$ cat config.mk
export PLATFORM = sky130hd
export DESIGN_NAME = lut_input_sequencer
export DESIGN_NICKNAME = d
export VERILOG_FILES = /design/src/rtl/lut_input_sequencer.sv
export SDC_FILE = /design/constraint.sdc
export NUM_CORES = 1
export LEC_CHECK = 0
export CORE_UTILIZATION = 54
export DETAILED_ROUTE_END_ITERATION = 16
export PLACE_DENSITY = 0.87
export SKIP_LAST_GASP = 1
export SYNTH_ARGS = -nofsm -noshare
export SYNTH_HDL_FRONTEND = slang
export SYNTH_SLANG_ARGS = --single-unit
$ cat constraint.sdc
create_clock -name clk -period 2.6 [get_ports clk]
set_clock_uncertainty 0.15 [all_clocks]
set_input_delay 0.52 -clock clk [delete_from_list [all_inputs] [get_ports clk]]
set_output_delay 0.52 -clock clk [all_outputs]
set_load 0.005 [all_outputs]
$ cat src/rtl/lut_input_sequencer.sv
// Stimulus sequencer for the 8-bit LUT mapping block: a writable entry table
// streamed in order over a valid/ready port, one entry per transfer.
module lut_input_sequencer #(
  parameter int unsigned DATA_W = 8,
  parameter int unsigned DEPTH  = 20,
  parameter int unsigned ADDR_W = 5
) (
  input  logic              clk,
  input  logic              rst,
  input  logic              i_wr_en,
  input  logic [ADDR_W-1:0] i_wr_addr,
  input  logic [DATA_W-1:0] i_wr_data,
  input  logic              i_start,
  input  logic [ADDR_W-1:0] i_count,
  output logic [DATA_W-1:0] o_out_data,
  output logic              o_out_valid,
  input  logic              i_out_ready,
  output logic              o_busy,
  output logic              o_done,
  output logic [ADDR_W-1:0] o_index
);

  typedef enum logic [1:0] {S_IDLE, S_PLAY, S_FIN} state_t;

  localparam logic [ADDR_W-1:0] DEPTH_A = ADDR_W'(DEPTH);

  logic [DATA_W-1:0] r_mem [DEPTH];

  state_t            r_state, w_state_nx;
  logic [ADDR_W-1:0] r_n, w_n_nx;
  logic [ADDR_W-1:0] r_index, w_index_nx;
  logic [DATA_W-1:0] r_out_data, w_out_data_nx;
  logic              r_out_valid, w_out_valid_nx;
  logic              r_busy, w_busy_nx;
  logic              r_done, w_done_nx;

  logic              w_wr_ok;
  logic              w_xfer;
  logic              w_last;
  logic [ADDR_W-1:0] w_clip_n;
  logic [ADDR_W-1:0] w_rd_addr;
  logic [DATA_W-1:0] w_rd_data;

  assign w_wr_ok   = i_wr_en && (i_wr_addr < DEPTH_A);
  assign w_xfer    = r_out_valid && i_out_ready;
  assign w_last    = (r_index == (r_n - ADDR_W'(1)));
  assign w_clip_n  = (i_count > DEPTH_A) ? DEPTH_A : i_count;

  // Next entry to present; a same-cycle write to it is forwarded so it lands.
  assign w_rd_addr = (r_state == S_IDLE) ? '0 : (r_index + ADDR_W'(1));
  assign w_rd_data = (w_wr_ok && (i_wr_addr == w_rd_addr)) ? i_wr_data : r_mem[w_rd_addr];

  // Table storage survives reset.
  always_ff @(posedge clk) begin
    if (w_wr_ok) r_mem[i_wr_addr] <= i_wr_data;
  end

  always_ff @(posedge clk or posedge rst) begin
    if (rst) begin
      r_state     <= S_IDLE;
      r_n         <= '0;
      r_index     <= '0;
      r_out_data  <= '0;
      r_out_valid <= 1'b0;
      r_busy      <= 1'b0;
      r_done      <= 1'b0;
    end else begin
      r_state     <= w_state_nx;
      r_n         <= w_n_nx;
      r_index     <= w_index_nx;
      r_out_data  <= w_out_data_nx;
      r_out_valid <= w_out_valid_nx;
      r_busy      <= w_busy_nx;
      r_done      <= w_done_nx;
    end
  end

  always_comb begin
    w_state_nx     = r_state;
    w_n_nx         = r_n;
    w_index_nx     = r_index;
    w_out_data_nx  = r_out_data;
    w_out_valid_nx = r_out_valid;
    w_busy_nx      = r_busy;
    w_done_nx      = 1'b0;
    case (r_state)
      S_IDLE: begin
        if (i_start) begin
          w_n_nx     = w_clip_n;
          w_index_nx = '0;
          if (w_clip_n == '0) begin
            w_state_nx = S_FIN;
            w_done_nx  = 1'b1;
          end else begin
            w_state_nx     = S_PLAY;
            w_out_valid_nx = 1'b1;
            w_out_data_nx  = w_rd_data;
            w_busy_nx      = 1'b1;
          end
        end
      end
      S_PLAY: begin
        if (w_xfer) begin
          if (w_last) begin
            w_state_nx     = S_FIN;
            w_out_valid_nx = 1'b0;
            w_busy_nx      = 1'b0;
            w_done_nx      = 1'b1;
          end else begin
            w_index_nx    = r_index + ADDR_W'(1);
            w_out_data_nx = w_rd_data;
          end
        end
      end
      S_FIN:   w_state_nx = S_IDLE;
      default: w_state_nx = S_IDLE;
    endcase
  end

  assign o_out_data  = r_out_data;
  assign o_out_valid = r_out_valid;
  assign o_busy      = r_busy;
  assign o_done      = r_done;
  assign o_index     = r_index;

endmodule

==> results.md <==
- Int Pwr: 6.74 mW
- Reg power frac: 0.334
- # setup viols final: 0
- Total routed wirelength: 18,900 µm
- TritonCTS Buffers: 17
- Slowest stage delay, CP: 0.61 ns
- Number of port buffers: 38
- Fraction of registers with async set/reset: 0.121
- Startpoint types: register
- First-pass GRT wire length: ~29,000 µm
- Crit path capture type: register
- Seq/Total Area, Yosys: 0.676
- Post-route setup slack: 0.0265 ns
- Die Ht: about 120 µm
- Max Transition Viols Final: 0
- Clock sink count: approximately 180
- Outcome: finished clean
- Clk network pwr share: 0.241
- WP buf/inv: 1
- Largest net degree at the start of global routing: 37
- Core Footprint: 14,100 µm²
- Die Wd: approximately 120 µm
- Total track usage: 0.262
- Number of cells produced by synthesis: 570
- TritonCTS clock tree: yes
- Rows: 43
- Synth Register Bits: approximately 180
- Clk pin slew, worst setup/hold paths: around 0.07 ns
- Ys Warns: 0
- RSZ-0062 raised after global routing: yes
- CP Max Fanout: 5
- Post-Route Utilization: 0.684
- Syn_area_per_cell: roughly 14 µm²
- Gate power share: 0.425
- Number of antenna-violating nets in the routed design: 0
- CP Data Arrival Time: between 2 and 3 ns
- F_max: between 300 and 400 MHz
- DR DRC count: 0
- Hold WS: between 0.2 and 0.3 ns
- Cell Pwr Density: about 1100 nW/µm²
- Post-route insts no fill: 850
- Root buf cell: clkbuf_16
- I/O pin total: 39
- Synth unique cells: 62
- Clock insertion delay at the later pin of the skew report: approximately 0.43 ns
- Routed wire length per instance: 22.2 µm
- Worst slew pin tran: 0.857 ns
- Via density: between 6 and 7
- Delay-heaviest family, CP: compound AO/OA/AOI/OAI gates
- Crit path cell chain: ha_4, xor2_4, buf_4, mux4_1, o21ai_2, a41oi_1, a221o_1
- CTS Buffer Depth: 2
- HP Class: input port to async pin
- P_leak: about 3.4 nW
- Initial Util: 0.562
- Layout cells sized above 1: 0.201
- Setup CP Type: register to register
- Syn_nets: approximately 600
- Period utilization: 0.990
- Sw Ratio: 0.359
- Fin. Hold Viols: 0
- H-tree depth: 4
- # Max-Cap Violations: 0
- EDFF count, synth: 160
- # diodes: 0
- DIE AREA: roughly 15,000 µm²
- VDD IR max: 682 µV
- GP Congestion: a little over 0.9
- DP Worst Slack: -0.244 ns
- Drt first-iter violations: about 540
- Vias in the first global route: ~5,400
- Min cycle time layout: around 2.6 ns
- Cell area after synthesis: between 7000 and 8000 µm²
- Worst slew margin: 0.427
- P_sw: between 3 and 4 mW
- Syn-to-layout area delta: 21.6%
- Max stage delay cell, worst path: mux4_1
- Initial antenna violation count: 0
- HPWL after detailed placement: 12,200 µm
- Via count: between 5,000 and 6,000
- WP data required: approximately 2.8 ns
- Placed cells: a little over 800
- Nets: approximately 680
- Most used DFF post-synth: edfxtp_1
- Router iterations before antenna repair: 6
- Global route overflow: 0
==> routing by layer <==
metal,part of all wire,up-vias,wire (µm),GRT usage
met3,0.090,46,1700,0.0618
met4,0.024,0,453,0.101
met2,0.48,337,9120,0.424
met1,0.40,2647,7600,0.344
li1,-,2382,-,-
met5,0,-,0,0
==> synth_stat cells, types with 2 or more instances <==
master / number / area share
a211oi_1: 2 / 0.0019
a21oi_1: 16 / 0.010
a221o_1: 7 / 0.0088
a22oi_1: 6 / 0.0057
a31oi_1: 19 / 0.015
a32oi_1: 5 / 0.0055
and2_1: 6 / 0.0047
buf_1: 3 / 0.0014
buf_2: 13 / 0.0082
buf_4: 4 / 0.0038
clkbuf_1: 16 / 0.0076
dfrtp_1: 22 / 0.069
edfxtp_1: 160 / 0.61
ha_1: 2 / 0.0032
inv_1: 10 / 0.0047
mux2_2: 4 / 0.0057
mux2i_1: 22 / 0.028
mux4_1: 6 / 0.020
mux4_2: 3 / 0.0085
nand2_1: 49 / 0.023
nand2b_1: 8 / 0.0063
nand3_1: 16 / 0.010
nand3b_1: 5 / 0.0047
nand4bb_1: 2 / 0.0028
nor2_1: 30 / 0.014
nor2b_1: 11 / 0.0087
nor3_1: 17 / 0.011
nor3b_1: 5 / 0.0047
o211ai_1: 2 / 0.0019
o21ai_0: 34 / 0.021
o21ai_2: 2 / 0.0022
o221ai_1: 16 / 0.018
o22ai_1: 7 / 0.0055
or2_2: 3 / 0.0024
xnor2_1: 6 / 0.0066
xor2_1: 5 / 0.0055
==> power groups by stage <==
stage / Combinational, mW / Sequential (mW) / Clock [mW]
final: 4.47 / 3.51 / 2.54
after global routing: 4.71 / 3.52 / 2.67
after CTS: 4.18 / 3.49 / 2.55
after detailed placement: 4.01 / 3.55 / 0
after global placement: 3.89 / 3.54 / 0
after floorplan: 2.56 / 3.51 / 0
==> path summary, 6_finish.rpt <==
check / from / to / slack [ns] / cells after the start
max: o_index[0]$_DFFE_PP0P_ / o_out_data[1]$_DFFE_PP0P_ / 0.03 / 7
min: rst / r_n[3]$_DFFE_PP0P_ / 0.29 / 2
max reg2reg: o_index[0]$_DFFE_PP0P_ / o_out_data[1]$_DFFE_PP0P_ / 0.03 / 7
min reg2reg: r_n[4]$_DFFE_PP0P_ / r_n[4]$_DFFE_PP0P_ / 0.35 / 2
max in group asynchronous: rst / o_out_data[3]$_DFFE_PP0P_ / 1.47 / 3
min in group clk: r_n[4]$_DFFE_PP0P_ / r_n[4]$_DFFE_PP0P_ / 0.35 / 2
==> what timing repair did <==
item                       in CTS  in global routing
pin swaps                       1                  5
gates resized for setup        10                 18
gates cloned                    1                  0
buffers inserted                0                  2
setup endpoints to repair       7                  8
hold buffers                    0                  0
==> through the flow <==
stage	TNS, ns	total power [mW]	cell area, µm²
floorplan	0	6.07	7930
global placement	-1.19	7.42	8890
detailed placement	-1.73	7.56	8890
CTS	-0.00408	10.2	9550
global route	-0.0899	10.9	9640
finish	0	10.5	9640
==> registers in the layout, summed over array words and instances, names as in the netlist <==
register    flops
o_out_data      8
r_state         2
o_done          1
o_index         5
r_mem         160
o_busy          1
r_n             5
==> cell families after synthesis <==
| kind of cell | after synthesis | synth area share |
|---|---|---|
| AND/OR/NAND/NOR | 160 | 0.102 |
| flip-flops | 182 | 0.676 |
| buffers and inverters | 48 | 0.0276 |
| multiplexers | 35 | 0.0619 |
| AO/OA/AOI/OAI | 131 | 0.114 |
| adder cells (fa/ha/maj) | 2 | 0.00316 |
| XOR/XNOR | 12 | 0.0156 |
==> worst reg2reg max path: stages (launching register included) <==
cell and delay [ns]:
dfrtp_2 0.43, ha_4 0.19, xor2_4 0.24, buf_4 0.20
mux4_1 0.61, o21ai_2 0.19, a41oi_1 0.14, a221o_1 0.31
==> layout make-up <==
class	count	area (µm²)
flip-flops and latches	182	5360
repair buffers	105	973
well taps	180	225
clock buffers	17	425
fillers	940	4460
clock inverters	15	165
multi-input cells	340	2450
inverters	11	41.3
==> layout by cell type (no fill, tap or decap), types with 6 or more instances in the layout <==
master           synthesis  layout
a21oi_1                 16      16
a221o_1                  7       7
a22oi_1                  6       6
a31oi_1                 19      19
and2_1                   6       6
buf_4                    4      60
clkbuf_16                0      17
clkdlybuf4s50_1          0      38
dfrtp_1                 22      20
edfxtp_1               160     160
inv_1                   10      10
mux2i_1                 22      21
nand2_1                 49      49
nand2b_1                 8       8
nand3_1                 16      16
nor2_1                  30      28
nor2b_1                 11      11
nor3_1                  17      17
o21ai_0                 34      28
o21ai_2                  2       6
o221ai_1                16      16
o22ai_1                  7       7
No activity file was read; power rests on OpenSTA's default activity.
